**config.mk**
```make
export PLATFORM = sky130hd
export DESIGN_NAME = det_logger_flat
export DESIGN_NICKNAME = d
export VERILOG_FILES = /design/src/rtl/seq_det_pkg.sv /design/src/rtl/det_logger_if.sv /design/src/rtl/det_fifo.sv /design/src/rtl/det_logger.sv /design/src/flat_wrapper.sv
export SDC_FILE = /design/constraint.sdc
export NUM_CORES = 1
export LEC_CHECK = 0
export CAP_MARGIN = 20
export CORE_MARGIN = 2
export CORE_UTILIZATION = 45
export DETAILED_ROUTE_END_ITERATION = 16
export GPL_TIMING_DRIVEN = 0
export PLACE_DENSITY = 0.65
export SYNTH_ARGS = -nofsm -noshare
export SYNTH_HDL_FRONTEND = slang
export SYNTH_SLANG_ARGS = --single-unit
```
**constraint.sdc**
```tcl
create_clock -name clk -period 2.38 [get_ports clk]
set_input_delay 0.357 -clock clk [delete_from_list [all_inputs] [get_ports clk]]
set_output_delay 0.357 -clock clk [all_outputs]
set_load 0.01 [all_outputs]
```
**src/rtl/seq_det_pkg.sv**
```systemverilog
// seq_det_pkg -- types shared by the sequence detector and its event logger.
//   state_t : detector FSM state encoding (S0..S3)
//   ts_t    : timestamp type at the default timestamp width
//   lvl_w() : width of a FIFO occupancy count for a given depth
package seq_det_pkg;

    localparam int TS_W_DEF = 16;

    typedef logic [TS_W_DEF-1:0] ts_t;

    typedef enum logic [1:0] {
        S0 = 2'd0,
        S1 = 2'd1,
        S2 = 2'd2,
        S3 = 2'd3
    } state_t;

    // Occupancy runs 0..depth inclusive, so it needs one bit more than a pointer.
    function automatic int lvl_w(input int depth);
        return $clog2(depth) + 1;
    endfunction

endpackage

```
**src/rtl/det_logger_if.sv**
```systemverilog
// det_logger_if -- event output handshake of det_logger.
//   ev_valid : head entry presented (producer -> consumer)
//   ev_ts    : timestamp of head entry (producer -> consumer)
//   ev_ready : consumer accepts head entry (consumer -> producer)
// Modports: master = logger side, slave = consumer side.
interface det_logger_if #(
    parameter int TS_W = 16
);
    logic            ev_valid;
    logic            ev_ready;
    logic [TS_W-1:0] ev_ts;

    modport master (output ev_valid, output ev_ts, input ev_ready);
    modport slave  (input ev_valid, input ev_ts, output ev_ready);
endinterface

```
**src/rtl/det_fifo.sv**
```systemverilog
// det_fifo -- circular event store for det_logger.
//   clk, rst_n : clock, async active-low reset
//   clr        : synchronous flush (wins over push/pop)
//   push, din  : write request and data (taken if not full, or if popping)
//   pop        : read request (taken if not empty)
//   dout       : head entry
//   level      : occupancy 0..DEPTH
//   full/empty : occupancy flags
module det_fifo
    import seq_det_pkg::*;
#(
    parameter int DEPTH = 4,
    parameter int W     = 16,
    localparam int PW   = $clog2(DEPTH),
    localparam int LW   = lvl_w(DEPTH)
) (
    input  logic          clk,
    input  logic          rst_n,
    input  logic          clr,
    input  logic          push,
    input  logic          pop,
    input  logic [W-1:0]  din,
    output logic [W-1:0]  dout,
    output logic [LW-1:0] level,
    output logic          full,
    output logic          empty
);

    logic [W-1:0]  mem [DEPTH];
    logic [PW-1:0] wptr, rptr;
    logic          wr_en, rd_en;

    assign full  = (level == LW'(DEPTH));
    assign empty = (level == '0);

    // A push into a full FIFO is only legal when the head leaves the same
    // cycle; the write then lands in the slot being vacated.
    assign rd_en = pop  & ~empty & ~clr;
    assign wr_en = push & (~full | rd_en) & ~clr;

    assign dout = mem[rptr];

    always_ff @(posedge clk or negedge rst_n) begin
        if (!rst_n) begin
            wptr  <= '0;
            rptr  <= '0;
            level <= '0;
        end else if (clr) begin
            wptr  <= '0;
            rptr  <= '0;
            level <= '0;
        end else begin
            if (wr_en) wptr <= wptr + PW'(1);
            if (rd_en) rptr <= rptr + PW'(1);
            case ({wr_en, rd_en})
                2'b10:   level <= level + LW'(1);
                2'b01:   level <= level - LW'(1);
                default: level <= level;
            endcase
        end
    end

    // Storage needs no reset: nothing is read while empty.
    always_ff @(posedge clk) begin
        if (wr_en) mem[wptr] <= din;
    end

endmodule

```
**src/rtl/det_logger.sv**
```systemverilog
// det_logger -- timestamps detector match pulses into a small FIFO.
//   clk, rst_n : clock, async active-low reset
//   detected   : one-cycle match pulse; logs the current timestamp
//   clear      : synchronous flush of FIFO, overflow, counters, timestamp
//   ev         : event handshake (ev_valid / ev_ts out, ev_ready in)
//   overflow   : sticky, set when an event is dropped on a full FIFO
//   level      : FIFO occupancy
//   drop_cnt   : saturating dropped-event count (DET_LOGGER_DROP_CNT_EN only)
// Optional feature macro: DET_LOGGER_DROP_CNT_EN.
module det_logger
    import seq_det_pkg::*;
#(
    parameter int DEPTH = 4,
    parameter int TS_W  = 16
) (
    input  logic                   clk,
    input  logic                   rst_n,
    input  logic                   detected,
    input  logic                   clear,
    det_logger_if.master           ev,
    output logic                   overflow,
`ifdef DET_LOGGER_DROP_CNT_EN
    output logic [7:0]             drop_cnt,
`endif
    output logic [$clog2(DEPTH):0] level
);

    logic [TS_W-1:0] ts_cnt;
    logic [TS_W-1:0] head;
    logic            full, empty;
    logic            pop, drop, push;

    assign pop  = ev.ev_valid & ev.ev_ready;
    // A full FIFO still takes the new event if the head leaves this cycle.
    assign drop = detected & full & ~pop & ~clear;
    assign push = detected & ~drop;

    det_fifo #(
        .DEPTH (DEPTH),
        .W     (TS_W)
    ) u_fifo (
        .clk   (clk),
        .rst_n (rst_n),
        .clr   (clear),
        .push  (push),
        .pop   (pop),
        .din   (ts_cnt),
        .dout  (head),
        .level (level),
        .full  (full),
        .empty (empty)
    );

    // Gate the head so ev_ts reads 0 whenever nothing is presented,
    // including during reset when storage is stale.
    assign ev.ev_valid = ~empty;
    assign ev.ev_ts    = empty ? '0 : head;

    always_ff @(posedge clk or negedge rst_n) begin
        if (!rst_n) begin
            ts_cnt   <= '0;
            overflow <= 1'b0;
        end else if (clear) begin
            ts_cnt   <= '0;
            overflow <= 1'b0;
        end else begin
            ts_cnt <= ts_cnt + TS_W'(1);
            if (drop) overflow <= 1'b1;
        end
    end

`ifdef DET_LOGGER_DROP_CNT_EN
    always_ff @(posedge clk or negedge rst_n) begin
        if (!rst_n) begin
            drop_cnt <= '0;
        end else if (clear) begin
            drop_cnt <= '0;
        end else if (drop && drop_cnt != 8'hFF) begin
            drop_cnt <= drop_cnt + 8'd1;
        end
    end
`endif

endmodule

```
**src/flat_wrapper.sv**
```systemverilog
// flat-port wrapper written by rule: the top's interface ports become plain ports
module det_logger_flat import seq_det_pkg::*;
#(
    parameter int DEPTH = 4,
    parameter int TS_W  = 16
)
  (clk, rst_n, detected, clear, overflow, level, ev_ev_valid, ev_ev_ts, ev_ev_ready);
  det_logger_if #(.TS_W(TS_W)) ev_i ();
  input  logic clk;
  input  logic rst_n;
  input  logic detected;
  input  logic clear;
  output logic overflow;
  output logic [$clog2(DEPTH):0] level;
  output wire logic [$bits(ev_i.ev_valid)-1:0] ev_ev_valid;
  output wire logic [$bits(ev_i.ev_ts)-1:0] ev_ev_ts;
  input wire logic [$bits(ev_i.ev_ready)-1:0] ev_ev_ready;
  assign ev_ev_valid = ev_i.ev_valid;
  assign ev_ev_ts = ev_i.ev_ts;
  assign ev_i.ev_ready = ev_ev_ready;
  det_logger #(.DEPTH(DEPTH), .TS_W(TS_W)) u_core (.clk(clk), .rst_n(rst_n), .detected(detected), .clear(clear), .ev(ev_i), .overflow(overflow), .level(level));
endmodule
```
==> summary.txt, run 1 <==
Floorplan
  – Row count: 33
  – Starting density of the core: 0.465
  – Die area: 0.00929 mm^2
  – Ports: 26
  – CORE AREA: 0.00826 mm^2
  – Die width: 96.4 um
  – Chip Height: 96.4 um

Setup path
  – CP Cell Sequence: buf_6 -> buf_12 -> mux4_1 -> and2_1 -> dlygate4sd2_1
  – Startpoint types: register
  – WP data arrival: 1.92 ns
  – CP max stage cell: mux4_1
  – Max incr delay on CP: 0.53 ns
  – Worst Path Required: 2.02 ns
  – Worst Setup End Kind: output pin
  – Reg2Reg Depth: 9
  – Crit path kind: reg -> out
  – Maximum net fanout on the critical path: 9

Synth
  – Yosys cell types: 43
  – Most common cell in the netlist: edfxtp_1
  – Ys async rst share: 0.273
  – Area leader, netlist: edfxtp_1
  – Ys Warns: 0
  – Post-synthesis sequential area ratio: 0.656
  – Syn Nets: 251
  – Synth area leaders: edfxtp_1, dfrtp_1, mux4_1
  – Synth Cell Area: 0.00384 mm^2
  – Synth Instances: 240
  – Main synth FF type: edfxtp_1
  – Top-area cell type share of the netlist area: 0.500
  – Commonest cells in the synthesized netlist: edfxtp_1, dfrtp_1, nor2_1
  – Post-synth EDFFs: 64
  – FF+latch count, synth: 88
  – Mean post-synth cell area: 16.0 um^2

CTS
  – H-tree levels: 3
  – CTS sink cnt: 88
  – Clock transition at path regs: 0.09 ns
  – CTS max path bufs: 2
  – Clock latency on the worst-skew pair: 0.36 ns
  – Total CTS buffers: 9
  – CTS tree: built
  – Hold buffers post-CTS: 0
  – CTS root buffer: clkbuf_8

Detailed routing
  – Starting DRC count in detailed routing: 126
  – Pre-antenna DRT Iters: 4
  – Post-DRT Antenna Nets: 0
  – Final WL: 6490 um
  – Total number of vias: 2082
  – DRC viols: 0
  – Avg WL per Cell: 16.5 um
  – Vias/cell: 5.30

Global routing
  – Initial antenna violation count: 0
  – Grt ovf: 0
  – First-pass GRT wire length: 10600 um
  – Largest net degree at the start of global routing: 25
  – Overall global routing resource usage: 0.158
  – Number of global-route vias before repair: 2039

Placed design
  – Dpl cell area: 0.00420 mm^2
  – Final HPWL DP: 4010 um
  – Buffers on Ports: 23
  – Placed cells: 368
  – Final GP Congestion: 0.766

STA
  – Worst Hold Margin: 0.232 ns
  – Final setup fails: 0
  – Worst-margin pin slew: 0.486 ns
  – Fmax: 439 MHz
  – Final Max Slew Viols: 0
  – Fin Clk Skew: 0.00988 ns
  – Final Hold Violating Endpoints: 0
  – Fin crit period: 2.28 ns
  – Post-route clock period utilization: 0.957
  – RSZ-0062 raised after global routing: true
  – Slew margin rel.: 0.676

Final layout
  – Final Cell Area: 0.00449 mm^2
  – P&R area growth vs syn: 16.7%
  – Non-Filler Instances: 393
  – Register area: 0.00253 mm^2
  – # nets final: 294
  – Final-layout fill cell count: 702
  – N_diodes: 0
  – Multi-input logic area: 0.00120 mm^2
  – Layout cells sized above 1: 0.181

Power and ir drop
  – Clock power frac: 0.306
  – Sw Share: 0.251
  – Power Total: 3.39 mW
  – Reg power frac: 0.507
  – Leak: 1.68 nW
  – Power Dens Cells: 756 mW/mm^2
  – VDD IR-drop max: 348 uV
  – Int Pwr: 2.54 mW
  – Switching power: 0.852 mW
  – Comb pwr share: 0.187

Worst hold path
  – HP Class: in -> async

Run status
  – Status: completed

Job
  – Max-Cap Viols: 0
cells in the final DEF (no fill, tap or decap), types with 6 or more instances in the layout:
cell and instances:
edfxtp_1 64, nor2_1 23, dfrtp_1 21, and2_1 16, dlygate4sd2_1 14, xnor2_1 12, clkbuf_8 11, mux4_1 11
buf_4 8, nand3_1 7, inv_1 6, clkdlybuf4s50_1 6
worst paths after layout:
| path | start | end | slack, ns |
|---|---|---|---|
| max | u_core.u_fifo.rptr[0] | ev_ev_ts[9] | 0.10 |
| min | rst_n | u_core.u_fifo.wptr[0] | 0.23 |
| max reg2reg | u_core.u_fifo.level[2] | u_core.u_fifo.level[1] | 0.14 |
| min reg2reg | u_core.overflow | u_core.overflow | 0.51 |
| max in group asynchronous | rst_n | u_core.u_fifo.level[0] | 1.70 |
| min in group clk | clear | u_core.u_fifo.rptr[0] | 0.36 |
registers in the layout (all words and copies together) (netlist names):
| name | count |
|---|---|
| u_core.overflow | 1 |
| u_core.u_fifo.mem | 64 |
| u_core.u_fifo.wptr | 2 |
| u_core.ts_cnt | 16 |
| u_core.u_fifo.level | 3 |
| u_core.u_fifo.rptr | 2 |
worst max-delay path, delay by kind of cell (launching register included):
| family | cells | cell delay, ns |
|---|---|---|
| and+or+nand+nor | 1 | 0.16 |
| buffers and inverters | 3 | 0.53 |
| DFF | 1 | 0.35 |
| muxes | 1 | 0.53 |
layer usage:
| metal | global-route usage | wire length, um | vias to the layer above | share of wire |
|---|---|---|---|---|
| met1 | 0.214 | 3010 | 1038 | 0.46 |
| met5 | 0 | 0 | - | 0 |
| li1 | - | - | 992 | - |
| met3 | 0.0380 | 223 | 10 | 0.034 |
| met2 | 0.251 | 3160 | 42 | 0.49 |
| met4 | 0.0599 | 97 | 0 | 0.015 |
timing repair:
item | 4_1_cts | 5_1_grt
endpoints found under the setup margin | 19 | 75
pin swaps | 0 | 1
buffers inserted | 7 | 1
gates resized for setup | 19 | 13
through the flow:
step,util,TNS [ns],worst slack [ns]
after floorplan,-,0,0.0931
after global placement,0.509,-13.45,-0.224
after detailed placement,0.509,-17.02,-0.299
after CTS,0.538,0,0.0150
after global routing,0.543,-0.0215,-0.0215
final,0.543,0,0.101
cells by family (layout without fill, tap and decap cells):
| logic type | Yosys count | count (layout) | share of synthesized area |
|---|---|---|---|
| and+or+nand+nor | 82 | 82 | 0.119 |
| adders and majority gates | 6 | 6 | 0.0215 |
| buffers and inverters | 17 | 65 | 0.0316 |
| xor gates and xnor gates | 16 | 16 | 0.0365 |
| AOI/OAI and AO/OA | 14 | 14 | 0.0257 |
| muxes | 17 | 17 | 0.109 |
| DFF | 88 | 88 | 0.656 |
cell type report:
class / instances / share of cell area
timing repair buffer: 32 / 0.0678
multi-input combinational: 135 / 0.268
buffer: 11 / 0.0220
sequential: 88 / 0.563
clock buffer: 10 / 0.0285
tap: 105 / 0.0293
clock inverter: 6 / 0.0165
inverter: 6 / 0.00502
power by group through the flow:
stage	clock, mW	sequential [mW]	combinational, mW
6_report	1.04	1.72	0.636
5_1_grt	1.14	1.73	0.705
4_1_cts	1.07	1.72	0.630
3_5_place_dp	0	1.77	0.622
3_3_place_gp	0	1.77	0.614
2_1_floorplan	0	1.76	0.380
Power figures use the tool's default switching activity.
==> inputs of run 2 (changes only) <==
--- a/config.mk
+++ b/config.mk
@@ -11,6 +11,7 @@
 export DETAILED_ROUTE_END_ITERATION = 16
 export GPL_TIMING_DRIVEN = 0
 export PLACE_DENSITY = 0.65
+export RECOVER_POWER = 100
 export SYNTH_ARGS = -nofsm -noshare
 export SYNTH_HDL_FRONTEND = slang
 export SYNTH_SLANG_ARGS = --single-unit
==> run 2 against run 1 <==
Sequential cell count did not move. Worst setup slack about the same. Combinational power down 0.6%. Final cell count unchanged.
==> summary.txt, run 2 (synthesis gave the netlist of run 1 again) <==
Final layout
  – Layout cells sized above 1: 0.177 (-0.00347)
  – Non-Filler Instances: 393 (unchanged)
  – Largest registers: u_core.u_fifo.mem (64), u_core.ts_cnt (16), u_core.u_fifo.level (3)
  – Most frequent cells in the layout: edfxtp_1, nor2_1, dfrtp_1
  – Commonest non-fill, non-tap cell in the layout: edfxtp_1
  – Most flop-heavy register: u_core.u_fifo.mem
  – Multi-input logic area: 0.00120 mm^2 (unchanged)
  – P&R area growth vs syn: 16.2%
  – Max FFs per register: 64 (unchanged)
  – N_diodes: 0 (unchanged)
  – Final-layout fill cell count: 703 (+0.14%)
  – # nets final: 294 (unchanged)
  – Register area: 0.00253 mm^2 (unchanged)

Floorplan
  – Chip Height: 96.4 um (unchanged)
  – CORE AREA: 0.00826 mm^2 (unchanged)
  – Starting density of the core: 0.465 (unchanged)
  – Ports: 26 (unchanged)
  – Die area: 0.00929 mm^2 (unchanged)
  – Row count: 33 (unchanged)
  – Die width: 96.4 um (unchanged)

CTS
  – Clock latency on the worst-skew pair: 0.36 ns (about the same)
  – CTS tree: built
  – CTS max path bufs: 2 (unchanged)
  – CTS sink cnt: 88 (unchanged)
  – CTS root buffer: clkbuf_8
  – Clock transition at path regs: 0.09 ns (about the same)
  – H-tree levels: 3 (unchanged)
  – Total CTS buffers: 9 (unchanged)

Power and ir drop
  – VDD IR-drop max: 348 uV (about the same)
  – Sw Share: 0.251 (about the same)
  – Comb pwr share: 0.186 (about the same)
  – Power Dens Cells: 759 mW/mm^2 (+0.36%)
  – Int Pwr: 2.54 mW (-0.15%)
  – Clock power frac: 0.306 (about the same)
  – Reg power frac: 0.508 (about the same)
  – Switching power: 0.852 mW (about the same)
  – Leak: 1.67 nW (-0.65%)

STA
  – Fin Clk Skew: 0.00996 ns (+0.0000845 ns)
  – Slew margin rel.: 0.242 (-0.434)
  – RSZ-0062 raised after global routing: true
  – Worst Hold Margin: 0.279 ns (+0.0470 ns)
  – Final Hold Violating Endpoints: 0 (unchanged)
  – Post-route clock period utilization: 0.957 (about the same)
  – Final setup fails: 0 (unchanged)
  – Worst-margin pin slew: 1.14 ns (+0.651 ns)
  – Fmax: 439 MHz (about the same)
  – Fin crit period: 2.28 ns (-0.000145 ns)
  – Final Max Slew Viols: 0 (unchanged)

Global routing
  – First-pass GRT wire length: 10600 um (unchanged)
  – Overall global routing resource usage: 0.158 (unchanged)
  – Largest net degree at the start of global routing: 25 (unchanged)
  – Initial antenna violation count: 0 (unchanged)
  – Number of global-route vias before repair: 2039 (unchanged)
  – Grt ovf: 0 (unchanged)

Setup path
  – Reg-to-reg endpoint: u_core.u_fifo.level[2]
  – Crit path kind: reg -> out
  – Startpoint types: register
  – CP Cell Sequence: buf_6 -> buf_12 -> mux4_1 -> and2_1 -> dlygate4sd2_1
  – Maximum net fanout on the critical path: 9 (unchanged)
  – Reg2Reg Depth: 8 (-1)
  – WP data arrival: 1.92 ns (about the same)
  – Max incr delay on CP: 0.53 ns (about the same)
  – Worst Path Required: 2.02 ns (about the same)
  – R2R Path Start: u_core.u_fifo.level[2]
  – Worst Setup End Kind: output pin
  – Worst R2R Setup Slack: 0.14 ns (about the same)
  – CP max stage cell: mux4_1

Placed design
  – Final HPWL DP: 4010 um (unchanged)
  – Placed cells: 368 (unchanged)
  – Buffers on Ports: 23 (unchanged)
  – Final GP Congestion: 0.766 (unchanged)

Detailed routing
  – Post-DRT Antenna Nets: 0 (unchanged)
  – Avg WL per Cell: 16.5 um (+0.14%)
  – Final WL: 6500 um (+0.14%)
  – Total number of vias: 2077 (-0.24%)
  – Pre-antenna DRT Iters: 6 (+2)
  – Vias/cell: 5.28 (-0.24%)
  – DRC viols: 0 (unchanged)
  – Starting DRC count in detailed routing: 128 (+1.6%)

Run status
  – Status: completed

Worst hold path
  – HP Class: in -> async

Job
  – Max-Cap Viols: 0 (unchanged)
[run 2: routing by layer]
layer,track usage,share of wire,vias up
met1,0.214,0.47,1038
met4,0.0599,0.015,0
met5,0,0,-
met3,0.0380,0.032,10
met2,0.251,0.49,37
li1,-,-,992
[run 2: final cells by class]
class | count | share of cell area
Sequential cell | 88 | 0.566
Multi-Input combinational cell | 135 | 0.269
Timing Repair Buffer | 32 | 0.0633
Tap cell | 105 | 0.0294
Clock buffer | 10 | 0.0286
Buffer | 11 | 0.0221
Clock inverter | 6 | 0.0165
Inverter | 6 | 0.00504
[run 2: worst max-delay path by stage]
stage	endpoint	depth (start not counted)	start
after global placement	u_core.u_fifo.mem[2][12]	4	detected
final	ev_ev_ts[9]	5	u_core.u_fifo.rptr[0]
after floorplan	u_core.u_fifo.level[2]	8	u_core.u_fifo.level[0]
after detailed placement	u_core.u_fifo.mem[3][2]	4	detected
after CTS	u_core.u_fifo.level[2]	8	u_core.u_fifo.level[2]
after global routing	u_core.u_fifo.level[1]	9	u_core.u_fifo.level[2]
[run 2: repair_timing]
item / in CTS / in global routing
hold buffers: 0 / 0
setup buffers: 7 / 1
setup endpoints to repair: 19 / 75
gates resized for setup: 19 / 13
pin swaps: 0 / 1
[run 2: power groups by stage]
stage / sequential (mW) / clock, mW / combinational, mW
6_report: 1.72 / 1.04 / 0.632
4_1_cts: 1.72 / 1.07 / 0.630
5_1_grt: 1.73 / 1.14 / 0.701
3_3_place_gp: 1.77 / 0 / 0.614
3_5_place_dp: 1.77 / 0 / 0.622
2_1_floorplan: 1.76 / 0 / 0.380
[run 2: worst max-delay path: cells and delay by family, from the launching register on]
kind / cells / cell delay (ns)
buffers and inverters: 3 / 0.53
muxes: 1 / 0.53
DFF: 1 / 0.35
and+or+nand+nor: 1 / 0.16
[run 2: per-stage QoR]
step | instance area, um^2 | TNS (ns) | worst slack, ns | power [mW] | utilization
after floorplan | 3840 | 0 | 0.0931 | 2.14 | -
after global placement | 4200 | -13.45 | -0.224 | 2.38 | 0.509
after detailed placement | 4200 | -17.02 | -0.299 | 2.39 | 0.509
after CTS | 4440 | 0 | 0.0150 | 3.42 | 0.538
after global routing | 4460 | -0.0215 | -0.0215 | 3.56 | 0.541
final | 4460 | 0 | 0.102 | 3.39 | 0.541
